[src/rtl/fifo_thresh_pkg.sv]
// fifo_thresh_pkg: width helpers and status-flag bit positions shared by the FIFO.
`default_nettype none

package fifo_thresh_pkg;

    localparam int FLAG_EMPTY  = 0;
    localparam int FLAG_FULL   = 1;
    localparam int FLAG_AEMPTY = 2;
    localparam int FLAG_AFULL  = 3;
    localparam int FLAG_OVF    = 4;
    localparam int FLAG_UNF    = 5;
    localparam int NUM_FLAGS   = 6;

    // Count must represent 0..SIZE inclusive.
    function automatic int cnt_width(input int size);
        return $clog2(size + 1);
    endfunction

    function automatic int ptr_width(input int size);
        return (size > 1) ? $clog2(size) : 1;
    endfunction

endpackage

`default_nettype wire

[src/rtl/fifo_thresh_ram.sv]
// fifo_thresh_ram: simple dual-port storage, one synchronous write port, one asynchronous read port, no reset.
`default_nettype none

module fifo_thresh_ram
    import fifo_thresh_pkg::*;
#(
    parameter int DEPTH = 8,
    parameter int WIDTH = 8,
    parameter int AW    = ptr_width(DEPTH)
) (
    input  logic             clk,
    input  logic             we,
    input  logic [AW-1:0]    waddr,
    input  logic [WIDTH-1:0] wdata,
    input  logic [AW-1:0]    raddr,
    output logic [WIDTH-1:0] rdata
);

    logic [WIDTH-1:0] mem [DEPTH];

    always_ff @(posedge clk) begin
        if (we) begin
            mem[waddr] <= wdata;
        end
    end

    assign rdata = mem[raddr];

endmodule

`default_nettype wire

[src/rtl/fifo_thresh.sv]
// fifo_thresh: synchronous FIFO with threshold flags, sticky overflow/underflow and flush.
// Define FIFO_THRESH_FWFT_EN for first-word-fall-through reads; otherwise read data is registered.
`default_nettype none

module fifo_thresh
    import fifo_thresh_pkg::*;
#(
    parameter int SIZE         = 8,
    parameter int DATA_WIDTH   = 8,
    parameter int AFULL_LEVEL  = SIZE - 1,
    parameter int AEMPTY_LEVEL = 1
) (
    input  logic                       clk,
    input  logic                       rst,
    input  logic                       ce,
    input  logic                       flush,
    input  logic                       wr_en,
    input  logic [DATA_WIDTH-1:0]      wr_data,
    input  logic                       rd_en,
    output logic [DATA_WIDTH-1:0]      rd_data,
    output logic                       rd_valid,
    output logic                       empty,
    output logic                       full,
    output logic                       almost_full,
    output logic                       almost_empty,
    output logic                       overflow,
    output logic                       underflow,
    output logic [cnt_width(SIZE)-1:0] count
);

    localparam int AW = ptr_width(SIZE);
    localparam int CW = cnt_width(SIZE);
    localparam logic [NUM_FLAGS-1:0] RST_FLAGS =
        NUM_FLAGS'((1 << FLAG_EMPTY) | (1 << FLAG_AEMPTY));

    logic [AW-1:0]         wr_ptr;
    logic [AW-1:0]         rd_ptr;
    logic [NUM_FLAGS-1:0]  flags;
    logic [NUM_FLAGS-1:0]  flags_nxt;
    logic [CW-1:0]         count_nxt;
    logic [DATA_WIDTH-1:0] ram_q;
    logic                  wr_acc;
    logic                  rd_acc;

    function automatic logic [AW-1:0] ptr_inc(input logic [AW-1:0] p);
        return (p == AW'(SIZE - 1)) ? '0 : p + AW'(1);
    endfunction

    // A write into a full FIFO is still accepted when a read frees a slot this cycle.
    assign rd_acc = ce & ~flush & rd_en & ~flags[FLAG_EMPTY];
    assign wr_acc = ce & ~flush & wr_en & (~flags[FLAG_FULL] | rd_acc);

    always_comb begin
        count_nxt = count;
        if (flush) begin
            count_nxt = '0;
        end else if (wr_acc && !rd_acc) begin
            count_nxt = count + CW'(1);
        end else if (rd_acc && !wr_acc) begin
            count_nxt = count - CW'(1);
        end
        flags_nxt              = '0;
        flags_nxt[FLAG_EMPTY]  = (count_nxt == '0);
        flags_nxt[FLAG_FULL]   = (count_nxt == CW'(SIZE));
        flags_nxt[FLAG_AFULL]  = (count_nxt >= CW'(AFULL_LEVEL));
        flags_nxt[FLAG_AEMPTY] = (count_nxt <= CW'(AEMPTY_LEVEL));
        flags_nxt[FLAG_OVF]    = ~flush & (flags[FLAG_OVF] | (wr_en & ~wr_acc));
        flags_nxt[FLAG_UNF]    = ~flush & (flags[FLAG_UNF] | (rd_en & ~rd_acc));
    end

    always_ff @(posedge clk or negedge rst) begin
        if (!rst) begin
            wr_ptr <= '0;
            rd_ptr <= '0;
            count  <= '0;
            flags  <= RST_FLAGS;
        end else if (ce) begin
            if (flush) begin
                wr_ptr <= '0;
                rd_ptr <= '0;
            end else begin
                if (wr_acc) wr_ptr <= ptr_inc(wr_ptr);
                if (rd_acc) rd_ptr <= ptr_inc(rd_ptr);
            end
            count <= count_nxt;
            flags <= flags_nxt;
        end
    end

    assign empty        = flags[FLAG_EMPTY];
    assign full         = flags[FLAG_FULL];
    assign almost_full  = flags[FLAG_AFULL];
    assign almost_empty = flags[FLAG_AEMPTY];
    assign overflow     = flags[FLAG_OVF];
    assign underflow    = flags[FLAG_UNF];

    fifo_thresh_ram #(
        .DEPTH (SIZE),
        .WIDTH (DATA_WIDTH),
        .AW    (AW)
    ) u_ram (
        .clk   (clk),
        .we    (wr_acc),
        .waddr (wr_ptr),
        .wdata (wr_data),
        .raddr (rd_ptr),
        .rdata (ram_q)
    );

`ifdef FIFO_THRESH_FWFT_EN
    // Head word is visible combinationally; masked to zero so reset forces rd_data low at once.
    assign rd_valid = ~flags[FLAG_EMPTY];
    assign rd_data  = flags[FLAG_EMPTY] ? '0 : ram_q;
`else
    always_ff @(posedge clk or negedge rst) begin
        if (!rst) begin
            rd_valid <= 1'b0;
            rd_data  <= '0;
        end else if (ce) begin
            rd_valid <= rd_acc;
            if (rd_acc) rd_data <= ram_q;
        end
    end
`endif

endmodule

`default_nettype wire

[config.mk]
export PLATFORM = sky130hd
export DESIGN_NAME = fifo_thresh
export DESIGN_NICKNAME = d
export VERILOG_FILES = /design/src/rtl/fifo_thresh_pkg.sv /design/src/rtl/fifo_thresh_ram.sv /design/src/rtl/fifo_thresh.sv
export SDC_FILE = /design/constraint.sdc
export NUM_CORES = 1
export LEC_CHECK = 0
export ABC_AREA = 1
export BUFFER_PORTS_ARGS = -buffer_cell sky130_fd_sc_hd__buf_2
export CELL_PAD_IN_SITES_DETAIL_PLACEMENT = 0
export CELL_PAD_IN_SITES_GLOBAL_PLACEMENT = 2
export CORE_UTILIZATION = 41
export CTS_BUF_LIST = sky130_fd_sc_hd__clkbuf_8
export DETAILED_ROUTE_END_ITERATION = 8
export GPL_TIMING_DRIVEN = 0
export PLACE_DENSITY_LB_ADDON = 0.1
export SYNTH_ARGS = -nofsm -noshare
export SYNTH_HDL_FRONTEND = slang
export SYNTH_SLANG_ARGS = --single-unit
[constraint.sdc]
create_clock -name clk -period 2.2 [get_ports clk]
set_input_delay 0.22 -clock clk [delete_from_list [all_inputs] [get_ports clk]]
set_output_delay 0.22 -clock clk [all_outputs]
set_load 0.005 [all_outputs]
# Word-level counts from Yosys, hierarchy flattened
# Memory sizes are Yosys's and may differ from the RTL's. A register that Yosys moved wholly into a read port is not among the register bits.
# Cells that the tools add are included.
[word_totals] regBits=17 mem_bits_rw=64 inputBits=14 out_inout_bits=19 elab_cells=54 memories=1
[classes] add_sub_neg=4 order_cmp=2 n_eq_ne=3 mux=11 bitwise=17 reduce_logical=11
[mem_list] name="u_ram.mem" depth=8 word_bits=8 read_ports=1 rd_clocked_by_memory_dff=1 wr=1 line_no="fifo_thresh_ram.sv:19" source="logic [WIDTH-1:0] mem [DEPTH];"
[ops] cell="3-bit two-way mux" n=6
[ops] cell="4-bit two-way mux" n=3
[ops] cell="1-bit AND" n=9
[ops] cell="3-bit by 1-bit adder with 3-bit output (second input constant)" n=2
[ops] cell="3-bit == test (second input constant)" n=2
[ops] cell="2-bit AND reduction" n=3
[ops] cell="1-bit inverter" n=5
[ops] cell="4-bit by 1-bit adder with 4-bit output (second input constant)" n=1
[ops] cell="4-bit == test (second input constant)" n=1
[ops] cell="4-bit by 3-bit greater-or-equal comparator with 1-bit output (second input constant)" n=1
[ops] cell="4-bit by 1-bit less-or-equal comparator with 1-bit output (second input constant)" n=1
[ops] cell="4-bit logical NOT" n=1
[ops] cell="2-bit nonzero test" n=2
[ops] cell="4-bit by 1-bit subtractor with 4-bit output (second input constant)" n=1
[ops] cell="1-bit logical NOT" n=3
[ops] cell="1-bit OR" n=3
[ops] cell="1-bit logical AND" n=2
[ops] cell="1-bit two-way mux" n=2

# Depth between registers and ports, before layout
[logic_depth] ltp_word=12 depth_mapped=13

# Modules after synthesis
# From an unflattened synthesis, not the netlist that was laid out.
[unflattened] cells_unflattened=458 area_unflattened_um2=4222.8
[modules_own_cells] mod="fifo_thresh_ram" instances=1 cells_each=295 area_per_inst_um2=2890.3
[modules_own_cells] mod="fifo_thresh" instances=1 cells_each=163 area_per_inst_um2=1332.5

# Worst setup path before layout
# Ideal clock, no wire load.
[synth_path] path_kind="register to register" startpoint="reg flags[0]" endpoint="mem u_ram.mem[0][0] (enable)" setup_time_ns=0.383 t_arrival_ns=1.498 slack_ns=0.318 stages_incl_launch_ff=8 n_path_buf=0 period_less_slack_ns=1.882 cell_sequence="dfstp_2 inv_1 nand2_2 nand2_1 nand2_1 nor2_1 inv_1 nor3_1"
[synth_via] elab_chain_len=6
[synth_lines] item="from (decl)" line_no="fifo_thresh.sv:38" source="logic [NUM_FLAGS-1:0] flags;"
[synth_lines] item="from (signal assigned)" line_no="fifo_thresh.sv:86" source="flags <= flags_nxt;"
[synth_lines] item="1-bit inverter" line_no="fifo_thresh.sv:50" source="assign rd_acc = ce & ~flush & rd_en & ~flags[FLAG_EMPTY];"
[synth_lines] item="1-bit AND" line_no="fifo_thresh.sv:50"
[synth_lines] item="1-bit OR" line_no="fifo_thresh.sv:51" source="assign wr_acc = ce & ~flush & wr_en & (~flags[FLAG_FULL] | rd_acc);"
[synth_lines] item="1-bit AND" line_no="fifo_thresh.sv:51"
[synth_lines] item="1-bit two-way mux" line_no="fifo_thresh_ram.sv:22" source="if (we) begin"
[synth_lines] item="1-bit two-way mux (not written as such)" line_no="fifo_thresh_ram.sv:23" source="mem[waddr] <= wdata;"
[synth_lines] item="to (decl)" line_no="fifo_thresh_ram.sv:19"
# No other way between the ends.

# Final worst setup path
[layout_path] startpoint="reg flags[0]" endpoint="mem u_ram.mem[2][5] (enable)"
# Same word-level chain as after synthesis.

==> summary.txt <==
GRT
  – First-pass GRT wire length: 12970 um
  – Grt ovf: 0
  – Overall Global Routing Usage: 0.1828
  – Initial antenna violation count: 0
  – Largest net degree at the start of global routing: 26
  – Vias in the first global route: 2332

STA
  – Pins Over Slew Limit: 0
  – Final Worst Setup Slack: 147.2 ps
  – Slew @ Worst Pin: 819.9 ps
  – Final hold vios: 0
  – Post-Route Skew: 15.69 ps
  – Final Setup Violations: 0
  – Period utilization: 0.9331
  – Worst Hold Margin: 105.2 ps
  – Crit path time final: 2053 ps
  – Setup TNS: 0 ps
  – Fmax achieved: 487.1 MHz
  – RSZ-0062 raised after global routing: no
  – Slew headroom: 0.4504

Cells and area
  – Multi-input logic area: between 1000 and 1500 um2
  – Layout area overhead: 13.28%
  – Final core utilization: 0.4861
  – Post-route insts no fill: 494
  – Antenna cells: 0
  – Share of cells above drive strength 1: 0.1839
  – Fill count: 839
  – Number of nets in the layout: approximately 400
  – FF+latch area: 2550 um2

Synthesis
  – Synth warnings: 0
  – Main flop type after synthesis: edfxtp_1
  – Yosys top cell by area: edfxtp_1
  – Syn_area_per_cell: 11.23 um2
  – Synthesized Nets: 358
  – Synthesized cell area: 3797 um2
  – Cell with the most instances after synthesis: edfxtp_1
  – Synth top cells by count: edfxtp_1 (64), nor2_1 (56), nand2_1 (46), o21ai_0 (45), dfrtp_1 (23)
  – Netlist cell types: 32
  – Synth top area share: 0.5061
  – Flops & latches, synth: 89
  – EDFF count, synth: 64
  – Async S/R FF share, synth: 0.2809
  – Synth area leaders: edfxtp_1 (51%), dfrtp_1 (15%), o21ai_0 (5.9%), nor2_1 (5.5%), nand2_1 (4.5%)
  – Post-synthesis cell count: 338
  – Register area share after synthesis: 0.6715

Die
  – Core area: 8848 um2
  – Die width: 98.24 um
  – Std-Cell Rows: 34
  – Total Die Area: 9651 um2
  – Ports: 33
  – Initial Utilization: 0.4292
  – Die span in y: 98.24 um

Worst setup path
  – Slowest-stage cell, CP: nor2_1
  – CP Buf/Inv Count: 2
  – Slowest stage delay, CP: about 600 ps
  – R2R Setup Slk: 150 ps
  – Crit path kind: reg2reg
  – R2R depth: 7
  – CP max FO: 8
  – R2r startpoint: flags[0]
  – R2R Path End: u_ram.mem[2][5]
  – Setup crit end kind: register
  – Worst Path Required: 2180 ps
  – Largest delay contributor family on the critical path: simple AND/OR/NAND/NOR gates
  – Worst setup SP type: register
  – WP data arrival: slightly above 2000 ps
  – Worst-path cell chain: inv_1 -> nand2_2 -> nand2_1 -> nand2_1 -> nor2_1 -> inv_1 -> nor2_1

Power and ir drop
  – Peak supply drop: 0.0003892 V
  – Pwr Density: 820.8 nW/um2
  – LEAKAGE: between 1.5 and 2 nW

Worst hold path
  – Hold Path Origin: ce
  – Hold Path Class: in2reg
  – Worst hold path cell count: 3
  – Min-Delay Endpoint: flags[0]

Placed design
  – DP HPWL: 5792 um
  – PortBufs: 31
  – Dpl ws: -343.4 ps
  – Gpl congestion: 0.7597
  – Dpl cells: 477

Clock network
  – Clk buf depth: 2
  – CTS tree: built
  – H-tree depth reported by CTS: 3
  – CTS Buf Count: 9
  – Clock Sinks: 89
  – Root Buffer: clkbuf_8
  – Clk slew on worst S/H paths: 90 ps
  – Clk_lat worst skew: 350 ps

Detailed routing
  – ANT nets after route: 0
  – Via-per-instance ratio: 5.152
  – Number of DRC markers in iteration 0: 137
  – WL/cell: 16.81 um
  – Routed vias: 2545
  – Routed WL: around 8300 um
  – TritonRoute pass-1 iters: 6
  – DRC Markers: 0

Status
  – Status: finished clean

Flow run
  – Max-cap check violation count: 0
==> layout by cell type, fill, tap and decap left out, types with 2 or more instances in the layout <==
cell / count
edfxtp_1: 64
nor2_1: 52
nand2_1: 46
o21ai_0: 45
buf_2: 34
dfrtp_1: 23
inv_1: 20
o22ai_1: 15
nand3_1: 11
clkbuf_8: 9
clkbuf_1: 8
o21ai_1: 8
ha_1: 6
nor2_2: 5
nand3_2: 4
inv_4: 2
nand2_2: 2
nor2_4: 2
o21a_1: 2
nand4_1: 2
nor3_1: 2
nand3b_1: 2
o21bai_1: 2
clkinv_4: 2
inv_6: 2
clkinvlp_4: 2
dfstp_2: 2
==> layout make-up <==
cell class                      count  share of cell area
Clock inverter                      7             0.01251
Tap cell                          108             0.03141
Inverter                           22             0.02036
Clock buffer                        9             0.02880
Multi-Input combinational cell    215              0.2627
Buffer                             12             0.01309
Timing Repair Buffer               32             0.03839
Sequential cell                    89              0.5928
==> sequential cells by signal, indices dropped and copies added, names as in the netlist <==
name,flops
wr_ptr,3
count,4
flags,6
u_ram.mem,64
rd_data,8
rd_ptr,3
rd_valid,1
==> layer usage <==
layer  part of all wire  wire length [um]  up-vias  GRT usage
met4             0.0093                77        0    0.06889
li1                   -                 -     1271          -
met2               0.42              3468       50     0.2535
met5                  0                 0        -          0
met1               0.55              4532     1217     0.2874
met3              0.027               226        7    0.02792
==> logic make-up after synthesis <==
group	share of synthesized area
xor gates and xnor gates	0.002307
buffers and inverters	0.03789
adders and majority gates	0.01977
AOI/OAI and AO/OA	0.1107
and+or+nand+nor	0.1578
DFF	0.6715
==> worst min-delay path, delay by kind of cell <==
kind	cells	cell delay, ps
buffers and inverters	1	130
and+or+nand+nor	2	100
==> worst max-delay path by stage <==
stage,slack [ps],from,cells after the start,endpoint
2_1_floorplan,320,flags[0],7,u_ram.mem[0][0]
3_3_place_gp,-470,flush,8,u_ram.mem[0][7]
3_5_place_dp,-340,flush,8,u_ram.mem[1][7]
4_1_cts,90,flags[0],7,u_ram.mem[0][6]
5_1_grt,10,flags[0],7,u_ram.mem[1][5]
6_report,150,flags[0],7,u_ram.mem[2][5]
==> power breakdown <==
| group | internal (mW) | switching, mW |
|---|---|---|
| logic | 0.194 | 0.342 |
| clock network | 0.418 | 0.601 |
| registers | 1.90 | 0.0710 |
| total | 2.52 | 1.01 |
==> per-stage QoR <==
| stage | power (mW) | area, um2 |
|---|---|---|
| after detailed placement | 2.545 | 4093 |
| after global placement | 2.537 | 4088 |
| final | 3.531 | 4302 |
| after floorplan | 2.309 | 3797 |
| after global routing | 3.705 | 4302 |
| after CTS | 3.557 | 4285 |
==> what timing repair did <==
item                                    CTS  global route
resized for setup                         1             5
hold buffers                              1             0
buffers inserted                          0             0
cloned                                    0             0
endpoints found under the hold margin    23             0
endpoints found under the setup margin    8            11
(Power assumes the default switching activity.)
